===== config.mk =====
export PLATFORM = sky130hd
export DESIGN_NAME = mcu_rd
export DESIGN_NICKNAME = d
export VERILOG_FILES = /design/src/rtl/mcu_rd.sv
export SDC_FILE = /design/constraint.sdc
export NUM_CORES = 1
export LEC_CHECK = 0
export ABC_CLOCK_PERIOD_IN_PS = 1690
export CAP_MARGIN = 20
export CORE_ASPECT_RATIO = 1.25
export CORE_MARGIN = 2
export CORE_UTILIZATION = 40
export CTS_CLUSTER_DIAMETER = 50
export DETAILED_ROUTE_END_ITERATION = 16
export GPL_ROUTABILITY_DRIVEN = 0
export GPL_TIMING_DRIVEN = 0
export PLACE_DENSITY = 0.77
export SYNTH_ARGS = -nofsm -noshare
export SYNTH_HDL_FRONTEND = slang
export SYNTH_SLANG_ARGS = --single-unit

===== constraint.sdc =====
create_clock -name CLK -period 1.69 [get_ports CLK]
set_input_delay 0.338 -clock CLK [delete_from_list [all_inputs] [get_ports CLK]]
set_output_delay 0.338 -clock CLK [all_outputs]
set_load 0.01 [all_outputs]

===== src/rtl/mcu_rd.sv =====
// MCU read-side responder: synchronizes the async CS/RD strobe, serves busy,
// sticky done flags, version and a coherent 32-bit position snapshot.
module mcu_rd #(
  parameter int          SYNC_STAGES = 2,
  parameter logic [7:0]  VERSION     = 8'hA5
) (
  input  logic        CLK,
  input  logic        RST,
  input  logic        CS,
  input  logic        RD,
  input  logic [15:0] MCUportL,
  input  logic [7:0]  gBusy,
  input  logic [7:0]  gDonePls,
  input  logic [31:0] gPosBus,
  output logic [2:0]  gPosSel,
  output logic [7:0]  Dout,
  output logic        DoutEn
);

  typedef enum logic [1:0] {IDLE, LOAD, ACTIVE} state_t;

  state_t                 r_state;
  state_t                 w_next;
  logic [SYNC_STAGES-1:0] r_sync;
  logic [SYNC_STAGES-1:0] r_fill;
  logic                   r_rdPrev;
  logic                   r_arm;
  logic [3:0]             r_addr;
  logic [2:0]             r_posSel;
  logic [7:0]             r_dout;
  logic                   r_doutEn;
  logic [7:0]             r_doneFlags;
  logic [31:0]            r_snap;

  logic       w_rdGbl;
  logic       w_rdSync;
  logic       w_start;
  logic       w_end;
  logic       w_latch;
  logic       w_load;
  logic       w_finish;
  logic [7:0] w_loadData;
  logic [7:0] w_clrMask;
  logic       w_unused;

  assign w_rdGbl  = RD | CS;
  assign w_rdSync = r_sync[SYNC_STAGES-1];
  assign w_start  = r_rdPrev & ~w_rdSync & r_arm;
  assign w_end    = ~r_rdPrev & w_rdSync;
  assign w_unused = ^MCUportL[15:7];

  // r_fill marks when the last sync stage holds a real sample rather than the
  // reset value, so a read already in progress at reset release never arms.
  always_ff @(posedge CLK) begin
    if (RST) begin
      r_sync   <= '1;
      r_fill   <= '0;
      r_rdPrev <= 1'b1;
      r_arm    <= 1'b0;
    end else begin
      r_sync   <= {r_sync[SYNC_STAGES-2:0], w_rdGbl};
      r_fill   <= {r_fill[SYNC_STAGES-2:0], 1'b1};
      r_rdPrev <= w_rdSync;
      if (w_rdSync && r_fill[SYNC_STAGES-1])
        r_arm <= 1'b1;
    end
  end

  always_ff @(posedge CLK) begin
    if (RST) r_state <= IDLE;
    else     r_state <= w_next;
  end

  // An end event during LOAD comes from a runt strobe; drop back to IDLE
  // without loading so nothing is left half-done.
  always_comb begin
    w_next   = r_state;
    w_latch  = 1'b0;
    w_load   = 1'b0;
    w_finish = 1'b0;
    case (r_state)
      IDLE: begin
        if (w_start) begin
          w_latch = 1'b1;
          w_next  = LOAD;
        end
      end
      LOAD: begin
        if (w_end) begin
          w_next = IDLE;
        end else begin
          w_load = 1'b1;
          w_next = ACTIVE;
        end
      end
      ACTIVE: begin
        if (w_end) begin
          w_finish = 1'b1;
          w_next   = IDLE;
        end
      end
      default: w_next = IDLE;
    endcase
  end

  always_comb begin
    w_loadData = 8'h00;
    case (r_addr)
      4'd0: w_loadData = gBusy;
      4'd1: w_loadData = r_doneFlags;
      4'd2: w_loadData = gPosBus[7:0];
      4'd3: w_loadData = r_snap[15:8];
      4'd4: w_loadData = r_snap[23:16];
      4'd5: w_loadData = r_snap[31:24];
      4'd6: w_loadData = VERSION;
      default: w_loadData = 8'h00;
    endcase
  end

  assign w_clrMask = (w_finish && r_addr == 4'd1) ? r_dout : 8'h00;

  always_ff @(posedge CLK) begin
    if (RST) begin
      r_addr      <= 4'd0;
      r_posSel    <= 3'd0;
      r_dout      <= 8'h00;
      r_doutEn    <= 1'b0;
      r_doneFlags <= 8'h00;
      r_snap      <= 32'h0;
    end else begin
      if (w_latch) begin
        r_addr   <= MCUportL[3:0];
        r_posSel <= MCUportL[6:4];
      end
      if (w_load) begin
        r_dout   <= w_loadData;
        r_doutEn <= 1'b1;
        if (r_addr == 4'd2)
          r_snap <= gPosBus;
      end
      if (w_finish)
        r_doutEn <= 1'b0;
      r_doneFlags <= (r_doneFlags & ~w_clrMask) | gDonePls;
    end
  end

  assign gPosSel = r_posSel;
  assign Dout    = r_dout;
  assign DoutEn  = r_doutEn;

endmodule


==> results of run 1 <==
## cell usage after synthesis
cell type | instances | share of area (%)
dfxtp_1 | 56 | 46
buf_2 | 6 | 1.2
mux2_2 | 5 | 2.3
o21ai_0 | 5 | 1.0
a32oi_1 | 2 | 0.72
or3_1 | 1 | 0.26
nor4bb_1 | 1 | 0.41
a22o_1 | 6 | 2.2
clkbuf_1 | 6 | 0.93
a21boi_0 | 8 | 2.5
nand2_1 | 6 | 0.93
nand3_1 | 4 | 0.82
o21a_1 | 9 | 2.8
a21oi_1 | 5 | 1.0
a31oi_1 | 2 | 0.51
mux2i_1 | 34 | 14
xor2_1 | 1 | 0.36
nand2b_1 | 4 | 1.0
a221o_1 | 1 | 0.41
o311a_1 | 1 | 0.41
nor2b_1 | 6 | 1.5
o221ai_1 | 2 | 0.72
nor2_1 | 39 | 6.0
nor4_4 | 1 | 0.87
a221oi_1 | 1 | 0.36
mux4_1 | 1 | 1.1
o211ai_1 | 4 | 1.2
nand4_4 | 1 | 0.87
and2_1 | 2 | 0.51
inv_1 | 3 | 0.46
o22ai_1 | 1 | 0.26
and4b_1 | 1 | 0.41
and3_1 | 2 | 0.51
mux4_2 | 2 | 1.9
or3b_4 | 1 | 0.46
a311oi_1 | 1 | 0.36
and3b_1 | 3 | 1.1
or2_2 | 2 | 0.51
buf_4 | 3 | 0.93
## kinds of logic (layout without fill, tap and decap cells)
family                    Yosys count  in the layout  share of synthesized area (%)
AOI/OAI and AO/OA                  48             48                           14.5
and+or+nand+nor                    74             74                           16.3
muxes                              42             42                           19.2
xor gates and xnor gates            1              1                          0.360
DFF                                56             56                           46.1
buffers and inverters              18             97                           3.55
## report_power, final
group          internal (W)  total (W)  leakage, nW  switching [W]
clock network      0.000485   0.000924       0.0614       0.000439
registers           0.00134    0.00135        0.456      0.0000125
logic              0.000172   0.000255        0.914      0.0000826
## registers in the layout, indices dropped and copies added (netlist names)
| name | cells |
|---|---|
| gPosSel | 3 |
| Dout | 8 |
| r_addr | 4 |
| r_sync | 2 |
| r_state | 2 |
| r_snap | 24 |
| r_rdPrev | 1 |
| r_doneFlags | 8 |
| r_arm | 1 |
| DoutEn | 1 |
| r_fill | 2 |
## what timing repair did
action / CTS / global route
pin swaps: 1 / 1
buffers inserted: 0 / 1
endpoints found under the setup margin: 32 / 37
resized for setup: 4 / 18
## routing by layer
| layer | wire length [µm] | track usage [%] | part of all wire [%] |
|---|---|---|---|
| met3 | 302 | 3.88 | 4.8 |
| met5 | 0 | 0 | 0 |
| met2 | 3160 | 31.5 | 50 |
| met4 | 198 | 7.73 | 3.1 |
| met1 | 2620 | 23.9 | 42 |
## layout make-up
cell class / instances / area, µm²
Buffer: 15 / 91.3
Clock buffer: 6 / 82.6
Clock inverter: 2 / 38.8
Fill cell: 493 / 2420
Inverter: 3 / 11.3
Multi-Input combinational cell: 165 / 1260
Sequential cell: 56 / 1130
Tap cell: 66 / 82.6
Timing Repair Buffer: 71 / 712
## cells in the final DEF (no fill, tap or decap), types with 2 or more instances in the layout
cell type        Yosys  layout
clkbuf_2             0       4
o21a_1               9       9
inv_1                3       3
nor2b_4              0       2
buf_4                3       3
a31oi_1              2       2
and3b_1              3       3
nor2_1              39      39
a22o_1               6       6
mux4_2               2       2
nand2_1              6       6
a21oi_1              5       4
nand3_1              4       4
o21ai_0              5       5
o211ai_1             4       4
mux2_2               5       5
nor2b_1              6       4
nand2b_1             4       4
clkbuf_1             6       2
mux2i_1             34      34
o221ai_1             2       2
buf_6                0       2
and3_1               2       2
and2_1               2       2
buf_2                6       3
clkdlybuf4s50_1      0      70
clkbuf_8             0       6
clkbuf_4             0       2
a21boi_0             8       8
dfxtp_1             56      54
or2_2                2       2
## metrics by stage
step | util [%] | area (µm²) | worst slack (ns)
floorplan | - | 2430 | 0.228
global placement | 55.2 | 3210 | -0.255
detailed placement | 55.2 | 3210 | -0.274
CTS | 57.5 | 3340 | 0.000272
global route | 58.5 | 3400 | -0.00738
finish | 58.5 | 3400 | 0.0691
## worst register-to-register path, cell delays in order, from the launching register on
cell and delay, ns:
dfxtp_1 0.45, buf_2 0.25, clkbuf_4 0.25, mux4_2 0.31
o211ai_1 0.19, nand2_1 0.07
## path summary, 6_finish.rpt
path / startpoint / end / depth (start not counted) / slack, ns
worst min-delay path: r_sync[0] / r_sync[1] / 1 / 0.42
worst max-delay path: r_addr[2] / Dout[5] / 5 / 0.07
worst max register to register: r_addr[2] / Dout[5] / 5 / 0.07
worst min register to register: r_sync[0] / r_sync[1] / 1 / 0.42
==> flow_metrics.tcl, run 1 <==
set metrics [dict create \
    grt_first_pass_wirelength_um 9940 \
    port_buffers 70 \
    syn_nets 307 \
    first_pass_iters 4 \
    startpoint_type "flop" \
    finalWirelength_um 6290 \
    grt_pass1_vias 2099 \
    whs_ns 0.424 \
    worst-path-max-fanout 10 \
    clkTransAtPathRegs_ns 0.10 \
    layout_min_cycle_time_ns 1.62 \
    total_power_w 0.00253 \
    slew_headroom_pct 62.5 \
    die_h_um 91.2 \
    ys_ff_latch 56 \
    drv_slew 0 \
    cts.sinks 56 \
    cts_hold_buf 0 \
    start_util_pct 41.8 \
    syn_area_mm2 0.00243 \
    peakVddDrop_mv 0.381 \
    synthToLayoutAreaGrowth_pct 39.9 \
    cts_root_buffer "clkbuf_8" \
    yosysSeqAreaShare_pct 46.1 \
    hp-class "flop to flop" \
    slowest_stage "dfxtp_1" \
    fp.dieW_um 73.7 \
    path_cells "buf_2 > clkbuf_4 > mux4_2 > o211ai_1 > nand2_1" \
    tightest_slew_ns 0.563 \
    setup-tns-final_ns 0 \
    first_iter_violations 124 \
    setup_viol 0 \
    core_mm2 0.00582 \
    critPathTopFamily "buffers and inverters" \
    final_cells 384 \
    p_leak_nw 1.43 \
    io_pins 80 \
    antenna_found_initial 0 \
    required_ns 1.90 \
    antennaDiodeCount 0 \
    htreeDepth 2 \
    path_buf_inv 2 \
    row_count 31 \
    hold_violations 0 \
    wl_per_cell_um 16.4 \
    drive_gt1_share_pct 12.9 \
    status "complete, no violations" \
    cts_tree "done" \
    finalClockSkew_ns 0.00588 \
    clkLatencyLatePin_ns 0.31 \
    final_nets 385 \
    power_density_mw_per_mm2 745 \
    fmax_mhz 617 \
    dp_cells 375 \
    vias 2109 \
    drc 0 \
    drt.antenna.violating_nets 0 \
    numCtsBuffers 5 \
    grt_usage_pct 19.1 \
    ys_warn_count 0 \
    grt_max_degree 18 \
    synthCells 239 \
    cp.arrival_ns 1.83 \
    grt_overflow_total 0 \
    critical_path.max_stage_delay_ns 0.45 \
    ys_types 39 \
    dp_hpwl_um 4570 \
    viasPerCell 5.49 \
    die-area_mm2 0.00672 \
    timing.final.crit_share_pct 95.9 \
    cap_violations 0 \
    cts_buffer_depth 2 \
    crit_path_end_kind "flop" \
    path_class "flop to flop" \
    syn_area_per_cell_um2 10.2 \
]
Note: power is estimated with default switching activity, not from simulation.
==> run 2: changes to the inputs <==
- GPL_TIMING_DRIVEN: 0 -> unset
==> run 2 against run 1 <==
  * Clock skew grew 0.0020 ns
  * Via count down 4.2%
  * Sequential power hardly changed
  * Sequential share of layout area rose by 0.30 points
  * Sequential cell count unchanged
  * Largest cell class unchanged
==> flow_metrics.tcl, run 2 (synthesis results as in run 1) <==
set metrics [dict create \
    status "complete, no violations" \
    synthToLayoutAreaGrowth_pct 38.3 \
    finalWirelength_um 5900 \
    path_class "flop to flop" \
    io_pins 80 \
    rsz0062_at_grt "false" \
    grt_max_degree 28 \
    viasPerCell 5.29 \
    worst-path-max-fanout 8 \
    seqPwrFrac_pct 57.1 \
    slew_headroom_pct 68.9 \
    wl_per_cell_um 15.4 \
    cp.arrival_ns 1.82 \
    port_buffers 70 \
    place_ws_ns -0.103 \
    dp_cells 374 \
    cts_buffer_depth 2 \
    grt_usage_pct 18.2 \
    grt_overflow_total 0 \
    row_count 31 \
    finalClockSkew_ns 0.00789 \
    fp.dieW_um 73.7 \
    clkLatencyLatePin_ns 0.31 \
    path_cells "or3b_4 > nor4_4 > buf_4 > a21boi_0 > o21a_1" \
    path_buf_inv 1 \
    numCtsBuffers 5 \
    p_int_w 0.00185 \
    total_power_w 0.00237 \
    antenna_found_initial 0 \
    dp_hpwl_um 4420 \
    cts_setup_buffers 0 \
    final_cells 382 \
    htreeDepth 2 \
    crit_path_end_kind "flop" \
    p_clk_share_pct 32.2 \
    switching_share_pct 22.0 \
    clkTransAtPathRegs_ns 0.10 \
    critical_path.max_stage_delay_ns 0.43 \
    final_util_pct 57.8 \
    drt.antenna.violating_nets 0 \
    mostFrequentLayoutCell "clkdlybuf4s50_1" \
    drive_gt1_share_pct 11.7 \
    critPathTopFamily "simple AND/OR/NAND/NOR gates" \
    grt_pass1_vias 2003 \
    first_iter_violations 76 \
    combPwrFrac_pct 10.7 \
    grt_first_pass_wirelength_um 9620 \
    vias 2020 \
    die_h_um 91.2 \
    p_switching_w 0.000522 \
    cap_violations 0 \
    most-common-layout-cells "clkdlybuf4s50_1 (70), dfxtp_1 (54), nor2_1 (39)" \
    slowest_stage "or3b_4" \
    first_pass_iters 5 \
    p_leak_nw 1.41 \
    drc 0 \
    cts.sinks 56 \
    power_density_mw_per_mm2 705 \
    hp-class "flop to flop" \
    setup-tns-final_ns 0 \
    largest-register "r_snap" \
    cts_hold_buf 0 \
    cts_tree "done" \
    largest_reg_flops 24 \
    cts_root_buffer "clkbuf_8" \
    final_nets 383 \
    tightest_slew_ns 0.467 \
    setup_viol 0 \
    die-area_mm2 0.00672 \
    required_ns 1.90 \
    drv_slew 0 \
    timing.final.crit_share_pct 94.9 \
    peakVddDrop_mv 0.459 \
    fill_cells 513 \
    fmax_mhz 624 \
    antennaDiodeCount 0 \
    postCtsResizedCells 0 \
    layout_min_cycle_time_ns 1.60 \
    core_mm2 0.00582 \
    startpoint_type "flop" \
    hold_violations 0 \
    fin_ws_ns 0.0866 \
    start_util_pct 41.8 \
]
-- run 2: stage by stage --
| step | area, µm² | hold WS [ns] |
|---|---|---|
| after floorplan | 2430 | 0.389 |
| after global placement | 3260 | 0.403 |
| after detailed placement | 3260 | 0.400 |
| after CTS | 3350 | 0.429 |
| after global routing | 3360 | 0.463 |
| final | 3360 | 0.428 |
-- run 2: power groups by stage --
stage	Clock (W)	Sequential (W)	Combinational, W
final	0.000764	0.00135	0.000253
after global routing	0.000810	0.00136	0.000274
after CTS	0.000776	0.00136	0.000255
after detailed placement	0	0.00139	0.000254
after global placement	0	0.00139	0.000251
after floorplan	0	0.00138	0.0000825
-- run 2: layer usage --
| layer | up-vias | track usage, % | part of all wire, % |
|---|---|---|---|
| met5 | - | 0 | 0 |
| met4 | 0 | 3.64 | 0.86 |
| met3 | 6 | 3.44 | 4.6 |
| met2 | 60 | 31.6 | 52 |
| met1 | 954 | 23.1 | 42 |
| li1 | 1000 | - | - |
-- run 2: cell type report --
type	instances	area, µm²	share of cell area (%)
sequential	56	1120	33.4
inverter	3	11.3	0.335
multi-input combinational	165	1230	36.5
timing repair buffer	84	822	24.4
clock buffer	6	82.6	2.46
clock inverter	2	15.0	0.446
tap	66	82.6	2.46
-- run 2: worst paths after layout --
kind / start / to / slack (ns) / cells past startpoint
setup / recovery: r_addr[0] / r_doneFlags[6] / 0.09 / 5
hold / removal: r_sync[0] / r_sync[1] / 0.43 / 1
setup reg to reg: r_addr[0] / r_doneFlags[6] / 0.09 / 5
hold reg to reg: r_sync[0] / r_sync[1] / 0.43 / 1
-- run 2: worst register-to-register path, cell delays in order (launching register included) --
cell      delay (ns)
dfxtp_2         0.39
or3b_4          0.43
nor4_4          0.21
buf_4           0.20
a21boi_0        0.10
o21a_1          0.17
==> variant 1: new RTL, flow settings as in run 2 <==
Add an input register stage for `gDonePls`, without a reset; this delays it by one clock. The other inputs are not delayed to match.
--- a/src/rtl/mcu_rd.sv
+++ b/src/rtl/mcu_rd.sv
@@ -18,6 +18,12 @@
 );
 
   typedef enum logic [1:0] {IDLE, LOAD, ACTIVE} state_t;
+
+  logic [7:0] gDonePls_q;
+
+  always_ff @(posedge CLK) begin
+    gDonePls_q <= gDonePls;
+  end
 
   state_t                 r_state;
   state_t                 w_next;
@@ -140,7 +146,7 @@
       end
       if (w_finish)
         r_doutEn <= 1'b0;
-      r_doneFlags <= (r_doneFlags & ~w_clrMask) | gDonePls;
+      r_doneFlags <= (r_doneFlags & ~w_clrMask) | gDonePls_q;
     end
   end
 
Check against the original RTL: not equivalent (a bounded check fails within 10 cycles, from zero or initial values and one cycle with RST high).
==> variant 1 against run 2 <==
Count of clock-buffer cells in the layout increased by 4; power increased by 21%; sequential power increased by 16%; utilization decreased by 0.56 points; setup slack got worse by 0.070 ns; area after synthesis increased by 11%; routed wire length increased by 12%; sequential cell count increased by 8; clock skew decreased by 0.0022 ns; design area increased by 11%; critical endpoint is now r_doneFlags[4].
==> variant 1: results (changes against run 2) <==
Global route
  – Gr usage total: 0.187 (+0.00527)
  – Global-route track usage on met2: 0.312 (-0.00390)
  – GR Util met1: 0.222 (-0.00962)
  – Vias in the first global route: 2167 (+8.2%)

Min path
  – Min-Delay Startpoint: RST
  – Worst hold path depth: 2 (+1)
  – Worst Hold End: r_snap[12]

Route
  – WL met2: 3340 um (+8.0%)
  – Vias: 2272 (+12%)
  – Detailed-routing wirelength on met1: 2790 um (+12%)
  – Routed met3 length: 285 um (+5.9%)

Setup path
  – R2R Path Start: r_addr[2]

Layout
  – Fillers: 606 (+18%)
  – Multi-In Gates: 182 (+10%)
  – Fraction of area in multi-input gates: 0.354 (-0.0108)

Clock network
  – Clk_lat worst skew: 0.34 ns (+0.03 ns)
  – Cts repair resizes: 1 (+1)

Placement
  – Placed cells: 425 (+14%)
  – Post-Place Setup Slack: -0.199 ns (-0.0959 ns)
  – Dpl cell area: 0.00351 mm2 (+7.7%)

Power
  – Psw: 656 uW (+26%)
  – Max VDD drop: 0.415 mV (-9.5%)
  – Leakage power: 0.00153 uW (+8.1%)

Run status
  – Status: completed

Synth
  – Mux share of post-synthesis cell area: 0.182 (-0.0100)
  – Commonest cells post-synth: dfxtp_1, nor2_1, mux2i_1
  – Compound-gate portion of the synthesized area: 0.0924 (-0.0522)

Timing
  – Hold WS: 0.411 ns (-0.0167 ns)
  – Fin Clk Skew: 0.00566 ns (-0.00223 ns)
  – Slew HR: 0.717 (+0.0284)
variant 1: cell types whose count changed after synthesis, sizes merged, moves of 8 or more:
| cell | run 2 | this run |
|---|---|---|
| a21oi | 5 | 19 |
| nand3b | 0 | 9 |
| o21a | 9 | 0 |
| a21boi | 8 | 0 |
| dfxtp | 56 | 64 |
| or4 | 0 | 8 |
variant 1: worst max-delay path by stage:
| stage | startpoint | to | depth (start not counted) | slack [ns] |
|---|---|---|---|---|
| floorplan | r_state[0] | r_doneFlags[6] | 6 | 0.03 |
| finish | r_addr[2] | r_doneFlags[4] | 4 | 0.02 |
| detailed placement | gBusy[0] | Dout[0] | 5 | -0.20 |
| CTS | Dout[0] | Dout[0] | 1 | 0.02 |
| global route | r_addr[2] | r_doneFlags[0] | 4 | -0.03 |
| global placement | gBusy[0] | Dout[0] | 5 | -0.16 |
variant 1: worst max-delay path: stages, from the launching register on:
cell     delay (ns)
dfxtp_2        0.33
or4b_4         0.59
or4_1          0.43
a21oi_1        0.16
nor2_1         0.05
==> variant 2: new RTL, config.mk and constraints of run 2 <==
Made on the original files. Set the parameter `SYNC_STAGES` to 4 (it was 2).
--- a/src/rtl/mcu_rd.sv
+++ b/src/rtl/mcu_rd.sv
@@ -1,7 +1,7 @@
 // MCU read-side responder: synchronizes the async CS/RD strobe, serves busy,
 // sticky done flags, version and a coherent 32-bit position snapshot.
 module mcu_rd #(
-  parameter int          SYNC_STAGES = 2,
+  parameter int          SYNC_STAGES = 4,
   parameter logic [7:0]  VERSION     = 8'hA5
 ) (
   input  logic        CLK,
Formal check against the unedited RTL: not equivalent (a bounded check fails within 10 cycles, from zero or initial values and one cycle with RST high).
==> variant 2 against run 2 <==
The flow now finishes with violations (negative setup slack); design area is 11% higher; maximum frequency fell by 7.2%; cell count rose by 14%; count of clock-buffer cells in the layout increased by 6; sequential cell count up 4; routed wire length is 11% higher; power up 24%; first-iteration DRC count rose by 83%; clock skew fell by 0.0029 ns; area after synthesis up 5.8%; setup slack got worse by 0.12 ns; utilization increased by 2.1 points.
==> variant 2: results (changes against run 2) <==
Run status
  – Status: finished, violations left
  – Failing checks: negative setup slack

Timing
  – Worst Tran Pin Value: 0.363 ns (-0.104 ns)
  – Setup ws final: -0.0372 ns (-0.124 ns)
  – Final setup viols: 9 (+9)
  – Fin Clk Skew: 0.00501 ns (-0.00288 ns)

Layout
  – Multi-In Gates: 174 (+5.5%)
  – Fillers: 533 (+3.9%)
  – Inverters: 10 (+7)
  – Finished Cell Area: 0.00372 mm2 (+11%)
  – Clock buffers: 12 (+6)
  – Layout area overhead: 44.6%
  – Bufs w/o clock: 91 (+8.3%)

Clock network
  – CTS buffer count: 9 (+4)
  – CTS clk-pin slew, worst paths: 0.06 ns (-0.04 ns)

Route
  – WL met2: 3440 um (+11%)
  – Avg Vias per Cell: 5.09 (-3.8%)
  – First-pass DRT Iterations: 4 (-1)
  – Final wirelength: 6550 um (+11%)
  – Detailed-routing wirelength on met1: 2650 um (+6.5%)

Placement
  – Dpl hpwl: 4610 um (+4.3%)
  – Dpl cell area: 0.00344 mm2 (+5.6%)
  – Post-Place Setup Slack: 0.0112 ns (+0.115 ns)
  – Placed cells: 415 (+11%)

Synth
  – Area contributors post-synth: dfxtp_1, mux2i_1, nor2_1, a311oi_1, clkbuf_1
  – Post-Syn Instances: 264 (+10%)
  – XOR/XNOR Fraction of Synth Area: 0.00341 (-0.000196)
  – Largest family of logic cells by synthesized area: simple AND/OR/NAND/NOR gates
  – Mux share of post-synthesis cell area: 0.166 (-0.0265)
  – Synth Net Count: 332 (+8.1%)
  – Synth cell types: 44 (+13%)

Global route
  – Vias in the first global route: 2138 (+6.7%)
  – First-pass GRT wire length: 10000 um (+4.1%)
  – Gr usage total: 0.192 (+0.00965)

Power
  – Logic gate share of total power: 0.080 (-0.027)
  – Max VDD drop: 0.481 mV (+4.8%)
  – Comb pwr: 236 uW (-7%)
  – Leakage power: 0.00133 uW (-6.2%)
  – Internal power: 2340 uW (+27%)

Setup path
  – Worst Path Arrival: 1.95 ns (+0.13 ns)
  – Critical path origin: r_addr[1]
==> variant 2: changes by cell type in the layout (fill, tap and decap cells not counted), sizes merged, moves of 4 or more <==
cell	run 2	this run
a311oi	1	8
buf	14	20
clkbuf	6	14
nor2	39	44
inv	3	9
nand3b	0	6
dfxtp	56	60
o21a	9	2
a21boi	8	0
==> variant 2: layer usage <==
layer / vias to the layer above / GRT usage
met5: - / 0
met4: 0 / 0.0789
met3: 14 / 0.0593
met2: 67 / 0.318
met1: 1032 / 0.225
li1: 1094 / -
==> variant 2: worst min path at each step <==
| stage | endpoint | cells after the start | slack [ns] |
|---|---|---|---|
| after floorplan | r_sync[1] | 1 | 0.38 |
| after global placement | r_sync[2] | 1 | 0.39 |
| after detailed placement | r_sync[2] | 1 | 0.39 |
| after CTS | r_fill[0] | 2 | 0.29 |
| after global routing | r_fill[0] | 2 | 0.30 |
| final | r_fill[0] | 2 | 0.31 |
